<file path="config.mk">
export PLATFORM = sky130hd
export DESIGN_NAME = param_stack
export DESIGN_NICKNAME = d
export VERILOG_FILES = /design/src/rtl/stack_pkg.sv /design/src/rtl/stack_ptr_ctrl.sv /design/src/rtl/param_stack.sv
export SDC_FILE = /design/constraint.sdc
export NUM_CORES = 1
export LEC_CHECK = 0
export CAP_MARGIN = 20
export CORE_ASPECT_RATIO = 0.75
export CORE_MARGIN = 2
export CORE_UTILIZATION = 35
export DETAILED_ROUTE_END_ITERATION = 8
export SYNTH_ARGS = -nofsm -noshare
export SYNTH_HDL_FRONTEND = slang
export SYNTH_HIERARCHICAL = 1
export SYNTH_SLANG_ARGS = --single-unit
</file>
<file path="constraint.sdc">
create_clock -name clk -period 3.4 [get_ports clk]
set_clock_uncertainty 0.1 [all_clocks]
set_input_delay 0.68 -clock clk [delete_from_list [all_inputs] [get_ports clk]]
set_output_delay 0.68 -clock clk [all_outputs]
set_load 0.05 [all_outputs]
</file>
<file path="src/rtl/stack_pkg.sv">
// stack_pkg: mode encoding and default geometry shared by param_stack and stack_ptr_ctrl.
package stack_pkg;
    typedef enum logic {
        MODE_LIFO = 1'b0,
        MODE_FIFO = 1'b1
    } mode_e;
    localparam int DEF_W = 8;
    localparam int DEF_H = 3;
endpackage

</file>
<file path="src/rtl/stack_ptr_ctrl.sv">
// stack_ptr_ctrl: occupancy, LIFO/FIFO addressing, effective mode and sticky error flags.
module stack_ptr_ctrl import stack_pkg::*; #(
    parameter int H = DEF_H
) (
    input  logic         clk,
    input  logic         clear,
    input  logic         en,
    input  logic         push,
    input  logic         pop,
    input  logic         mode,
    output logic         wr_en,
    output logic [H-1:0] wr_addr,
    output logic         rd_en,
    output logic [H-1:0] rd_addr,
    output logic [H:0]   count,
    output logic         full,
    output logic         empty,
    output logic         ovf,
    output logic         udf
);
    localparam int D = 2**H;
    mode_e mode_q, mode_d, cur_mode;
    logic [H:0] count_q, count_d;
    logic [H-1:0] top, rd_ptr_q, rd_ptr_d, wr_ptr_q, wr_ptr_d;
    logic ovf_q, ovf_d, udf_q, udf_d;
    assign count = count_q;
    assign empty = count_q == '0;
    assign full = count_q == (H+1)'(D);
    assign ovf = ovf_q;
    assign udf = udf_q;
    // An empty store adopts the requested mode for the same operation that loads the mode register.
    assign cur_mode = empty ? mode_e'(mode) : mode_q;
    assign top = count_q[H-1:0] - H'(1);
    assign wr_en = en & push & (~full | pop);
    assign rd_en = en & pop & ~empty;
    always_comb begin
        mode_d = (en & empty) ? mode_e'(mode) : mode_q;
        count_d = count_q + (H+1)'(wr_en & ~rd_en) - (H+1)'(rd_en & ~wr_en);
        rd_addr = cur_mode == MODE_FIFO ? rd_ptr_q : top;
        wr_addr = cur_mode == MODE_FIFO ? wr_ptr_q : (rd_en ? top : count_q[H-1:0]);
        rd_ptr_d = rd_ptr_q + H'(rd_en && cur_mode == MODE_FIFO);
        wr_ptr_d = wr_ptr_q + H'(wr_en && cur_mode == MODE_FIFO);
        ovf_d = ovf_q | (en & push & ~pop & full);
        udf_d = udf_q | (en & pop & ~push & empty);
    end
    always_ff @(posedge clk or posedge clear) begin
        if (clear) begin
            mode_q   <= MODE_LIFO;
            count_q  <= '0;
            rd_ptr_q <= '0;
            wr_ptr_q <= '0;
            ovf_q    <= 1'b0;
            udf_q    <= 1'b0;
        end else begin
            mode_q   <= mode_d;
            count_q  <= count_d;
            rd_ptr_q <= rd_ptr_d;
            wr_ptr_q <= wr_ptr_d;
            ovf_q    <= ovf_d;
            udf_q    <= udf_d;
        end
    end
endmodule

</file>
<file path="src/rtl/param_stack.sv">
// param_stack: LIFO/FIFO store with registered read data; define STACK_PEEK_EN to add the
// combinational peek output showing the current top/head (0 when empty).
module param_stack import stack_pkg::*; #(
    parameter int W = DEF_W,
    parameter int H = DEF_H
) (
    input  logic         clk,
    input  logic         clear,
    input  logic         en,
    input  logic         push,
    input  logic         pop,
    input  logic         mode,
    input  logic [W-1:0] data_in,
    output logic [W-1:0] data_out,
    output logic         full,
    output logic         empty,
    output logic [H:0]   count,
    output logic         ovf,
    output logic         udf
`ifdef STACK_PEEK_EN
    ,
    output logic [W-1:0] peek
`endif
);
    localparam int D = 2**H;
    logic [W-1:0] mem [D];
    logic [W-1:0] data_out_q;
    logic wr_en, rd_en;
    logic [H-1:0] wr_addr, rd_addr;
    stack_ptr_ctrl #(.H(H)) u_ctrl (
        .clk     (clk),
        .clear   (clear),
        .en      (en),
        .push    (push),
        .pop     (pop),
        .mode    (mode),
        .wr_en   (wr_en),
        .wr_addr (wr_addr),
        .rd_en   (rd_en),
        .rd_addr (rd_addr),
        .count   (count),
        .full    (full),
        .empty   (empty),
        .ovf     (ovf),
        .udf     (udf)
    );
    // The read samples the old entry, so a same-cycle LIFO replace returns the prior top.
    always_ff @(posedge clk) begin
        if (wr_en) mem[wr_addr] <= data_in;
    end
    always_ff @(posedge clk or posedge clear) begin
        if (clear) data_out_q <= '0;
        else if (rd_en) data_out_q <= mem[rd_addr];
    end
    assign data_out = data_out_q;
`ifdef STACK_PEEK_EN
    assign peek = empty ? '0 : mem[rd_addr];
`endif
endmodule

</file>
# == Yosys cells after proc, flatten, opt, wreduce, memory -nomap -nowiden ==
# Memories as Yosys holds them, arrays and structs flattened. A register that Yosys moved wholly into a read port is not among the register bits.
# Index checks and enable logic that the tools add are counted.
# word_totals
elab_cells,42
rom_bits,0
reg_bits,13
mem_bits_rw,64
latch_bits,0
out_inout_bits,16
n_memories,1
input_bits,14
# memory_table
name,words,word_bits,read_ports,rd_clocked_by_memory_dff,wr,line_no,rtl
mem,8,8,1,1,1,param_stack.sv:26,logic [W-1:0] mem [D];
# classes
n_mux,6
n_eq_ne,1
n_mul,0
div_mod_pow,0
n_reduce_logical,3
addsub,5
bitwise_logic,20
n_lt_le_gt_ge,0
n_shift,0
# ops
cell,n
1-bit AND,9
3-bit two-way mux,3
1-bit by 4-bit AND with 4-bit output,2
1-bit inverter with 4-bit output,2
3-bit by 1-bit adder with 3-bit output,2
4-bit adder,1
4-bit equality test (second input constant),1
4-bit zero test,1
1-bit inverter,4
4-bit subtractor,1
1-bit two-way mux,3
1-bit OR,3
3-bit by 1-bit subtractor with 3-bit output (second input constant),1
1-bit logical AND,2

# == Logic depth before layout (Yosys ltp) ==
# depth
depth_word,7
mapped_depth,11
mapped_depth_nobuf,10

# == Modules after synthesis ==
# The synthesis kept the hierarchy.
# by_module_without_submodules
module,seq_area_each_um2,n_inst,area_each_um2,cells_each
param_stack,2122.0,1,2865.2,170
stack_ptr_ctrl,325.3,1,830.8,77

# == Worst setup path after synthesis ==
# No wires, ideal clock.
# synth_path
kind,register -> register
startpoint,"reg u_ctrl.count_q[1], in the netlist u_ctrl/count[1]"
endpoint,mem mem[4][0] (netlist name) (enable)
synth_period_minus_slack_ns,3.076
setup_slack_ns,0.324
path_stages_with_launch,8
t_required_ns,2.917
arrival_time_ns,2.592
setup_ns,0.383
cell_sequence,dfrtp_1 -> inv_1 -> ha_1 -> and2_4 -> or4_1 -> a31oi_1 -> nand2_1 -> nor3_1
# synth_rtl
item,line_no,rtl
from (decl),stack_ptr_ctrl.sv:23,"logic [H:0] count_q, count_d;"
from (signal assigned),stack_ptr_ctrl.sv:56,count_q <= count_d;
"parallel branches: the longest is 4 deep, another holds 3-bit by 1-bit subtractor with 3-bit output",--,
3-bit two-way mux (*),stack_ptr_ctrl.sv:40,wr_addr = cur_mode == MODE_FIFO ? wr_ptr_q : (rd_en ? top : count_q[H-1:0]);
net wr_addr[2],param_stack.sv:29,"logic [H-1:0] wr_addr, rd_addr;"
to (decl),param_stack.sv:26,
# Mark *: on every way through the listed nets, which the timed path passes.

# == Worst setup path after layout ==
# layout_path
startpoint,"reg u_ctrl.count_q[1], in the netlist u_ctrl/count[1]"
endpoint,out empty
# layout_via
elab_chain_cells,1
# layout_rtl
item,line_no,rtl
4-bit zero test,stack_ptr_ctrl.sv:27,assign empty = count_q == '0;
to (decl),param_stack.sv:16,"output logic empty,"
# Every way passes these cells.

==> metrics.md <==
| Metric | Value |
|---|---|
| Fill cells | around 930 |
| Main synth FF type | edfxtp_1 |
| Startpoint Class | flop |
| DIE AREA | around 0.011 mm^2 |
| Initial Util | between 30 and 40% |
| Seq pwr share | around a third |
| Final setup fails | 0 |
| Min Tclk post-route | around 3000 ps |
| Async SR Flop Fraction | 24.7% |
| Post-synthesis xor/xnor area fraction | under 10% |
| Port Buffers | 29 |
| FF+latch count, synth | 85 |
| Fin nets | 314 |
| Core ar. | 0.0103 mm^2 |
| Post-synthesis instance total | ~250 |
| Comb power frac | 46.7% |
| H-tree levels | 3 |
| # rows | 32 |
| Share of cells above drive strength 1 | between 10% and 20% |
| CP startpoint | u_ctrl/count[1]$_DFF_PP0_ |
| Synthesized area | between 0.003 and 0.004 mm^2 |
| WS Path Type | flop to output port |
| RSZ-0062 raised after global routing | false |
| Slowest cell on crit path | clkdlybuf4s50_1 |
| Cells after DPL | between 400 and 500 |
| HPWL after DPL | between 4000 and 5000 um |
| Multi-input logic area | 0.00111 mm^2 |
| EDFF count, synth | 64 |
| CTS Root Cell | clkbuf_16 |
| Post-synthesis mux area share | 7.89% |
| Post-route setup TNS | 0 ps |
| Initial antenna violation count | 0 |
| Ant diodes | 0 |
| Hold Path End | u_ctrl/udf$_DFF_PP0_ |
| Sw frac | between 40% and 50% |
| Vias per inst | roughly 4.9 |
| WP buf/inv | 2 |
| Critical path data arrival time | 2210 ps |
| Detailed-route wire length | roughly 7000 um |
| CTS tree | built |
| DR vias | 2079 |
| Area Overhead vs Synth | 19.8% |
| Critical-path cell list | inv_1 > ha_1 > and2_4 > clkdlybuf4s50_1 |
| Power Internal | approximately 2.6 mW |
| Die Wd | 123 um |
| Syn Area/Cell | ~15 um^2 |
| Max Slew Vio Count | 0 |
| Post-DR wirelength/cell | 16.8 um |
| Final Wtd Congestion | about 0.80 |
| Initial DRC Count | ~150 |
| FF/Latch Area | 0.00245 mm^2 |
| 1st-pass router iterations | 4 |
| Grt ovf | 0 |
| CP max stage delay | a little over 800 ps |
| Power per cell area | around 1000 mW/mm^2 |
| Max cap viols | 0 |
| Clk pwr share | 20.7% |
| Worst VDD drop | 0.000460 V |
| Sequential share of the synthesized area | between 60% and 70% |
| Hold Fails Final Rpt | 0 |
| Net Count, Synth | ~270 |
| Critical Path RT | 2620 ps |
| Period utilisation layout | 88.0% |
| Worst Path Max Fanout | 11 |
| Run status | complete, no violations |
| Post-CTS Hold Buffers | 0 |
| Unique masters post-synth | 39 |
| Latest clock arrival within the worst-skew pair | between 300 and 400 ps |
| Post_cts resized | 0 |
| Post-synthesis compound-gate area fraction | 8.40% |
| Top delay family on crit path | buffers and inverters |
| Total Routing Usage GR | between 10 and 15% |
| Leak Pwr | between 1.5 and 2 nW |
| Largest net degree at the start of global routing | a little over 40 |
| Hold path cells | 1 |
| Finished Core Util | 43.0% |
| Adder-cell share of the synthesized area | 4.60% |
| Drt drc | 0 |
| Max Clock Freq | 334 MHz |
| Vias in the first global route | around 2000 |
| Hold crit path type | flop to flop |
| Rel. slew slack | roughly three fifths |
| Setup Buffers After CTS | 0 |
| Largest family of logic cells by synthesized area | compound AO/OA/AOI/OAI gates |
| Die span in y | approximately 93 um |
| CP Capture Type | output port |
| Worst R2R Path Depth | 8 |
| R2R Setup Slk | around 630 ps |
| Worst-path clk slew | around 60 ps |
| Net Switching | 1.80 mW |
| CTS Sinks | 85 |
| TritonCTS buffer count | 9 |
| Reg2reg start | u_ctrl/count[2]$_DFF_PP0_ |
| Simple-gate area share of the yosys netlist | around 7.9% |
| Min-delay src | u_ctrl/udf$_DFF_PP0_ |
| Synth warnings | 6 |
| Worst Tran Pin Value | roughly 620 ps |
| Final Non-Filler Cells | 428 |
| I/O pin count | 30 |
| Max clock buf depth | 2 |
| Worst r2r dst | data_out[1]$_DFFE_PP0P_ |
| Global-route wire length before repair | 11600 um |
| Final antenna-violating net count | 0 |
-- cells by family after synthesis --
logic type	count (synthesis)
flip-flops	85
buffers and inverters	24
adder cells (fa/ha/maj)	13
multiplexers	28
XOR/XNOR	5
AND/OR/NAND/NOR	53
AO/OA/AOI/OAI	39
-- worst max path at each step --
stage	endpoint	slack, ps	depth (start not counted)
finish	empty	410	4
global route	empty	290	4
floorplan	mem[4][0]$_DFFE_PP_	320	7
global placement	data_out[1]$_DFFE_PP0P_	370	7
detailed placement	data_out[1]$_DFFE_PP0P_	340	7
CTS	empty	380	4
-- cells in the mapped netlist (2+ instances only) --
| master | n | area, um^2 |
|---|---|---|
| a211o_1 | 8 | 70.1 |
| a21oi_1 | 4 | 20.0 |
| mux2_4 | 2 | 30.0 |
| buf_4 | 2 | 15.0 |
| a22oi_1 | 8 | 60.1 |
| nor3_1 | 3 | 15.0 |
| or3_1 | 2 | 12.5 |
| dfrtp_1 | 21 | 526 |
| and2_4 | 2 | 17.5 |
| nand2_1 | 4 | 15.0 |
| edfxtp_1 | 64 | 1920 |
| buf_6 | 4 | 45.0 |
| buf_2 | 2 | 10.0 |
| o21ai_0 | 2 | 10.0 |
| a31oi_1 | 3 | 18.8 |
| nand3_1 | 9 | 45.0 |
| inv_1 | 12 | 45.0 |
| nor2_1 | 9 | 33.8 |
| nor2b_1 | 16 | 100 |
| ha_1 | 12 | 150 |
| mux2i_1 | 25 | 250 |
| nand2b_1 | 4 | 25.0 |
| a41o_1 | 9 | 90.1 |
| xor2_1 | 5 | 43.8 |
-- layout make-up --
type	instances	area share, %
clock buffer	9	5.09
clock inverter	7	1.27
inverter	13	1.10
multi-input combinational	138	25.0
sequential	85	55.3
tap	136	3.84
timing repair buffer	40	8.42
-- sequential cells by signal (all words and copies together), names as in the netlist --
signal           flops
u_ctrl/ovf           1
u_ctrl/udf           1
u_ctrl/mode_q        1
u_ctrl/rd_ptr_q      3
u_ctrl/count         4
data_out             8
mem                 64
u_ctrl/wr_ptr_q      3
-- routing by layer --
metal,routed length [um],GRT usage (%)
met1,3920,21.8
met2,2910,18.0
met3,287,3.35
met4,79,5.46
met5,0,0
-- power groups by stage --
stage	Sequential, mW	Combinational [mW]	Clock [mW]
after floorplan	1.74	1.29	0
after global placement	1.47	2.05	0
after detailed placement	1.47	2.08	0
after CTS	1.46	2.11	0.936
after global routing	1.48	2.26	0.987
final	1.45	2.08	0.920
-- placed cells by master, fill, tap and decap left out, drive strengths merged, types with 8 or more instances in the layout --
cell type	count
ha	12
dfrtp	21
nor2	10
a41o	9
nand3	9
a211o	8
clkbuf	9
nor2b	16
edfxtp	64
mux2i	25
clkdlybuf4s50	29
buf	11
a22oi	8
inv	15
-- through the flow --
stage | total power [mW] | hold WS [ps] | setup WS, ps | instance area (um^2)
2_1_floorplan | 3.04 | 338 | 324 | 3700
3_3_place_gp | 3.52 | 352 | 372 | 4150
3_5_place_dp | 3.56 | 361 | 343 | 4150
4_1_cts | 4.50 | 376 | 377 | 4430
5_1_grt | 4.73 | 408 | 289 | 4430
6_report | 4.45 | 369 | 407 | 4430
Power figures use the tool's default switching activity.
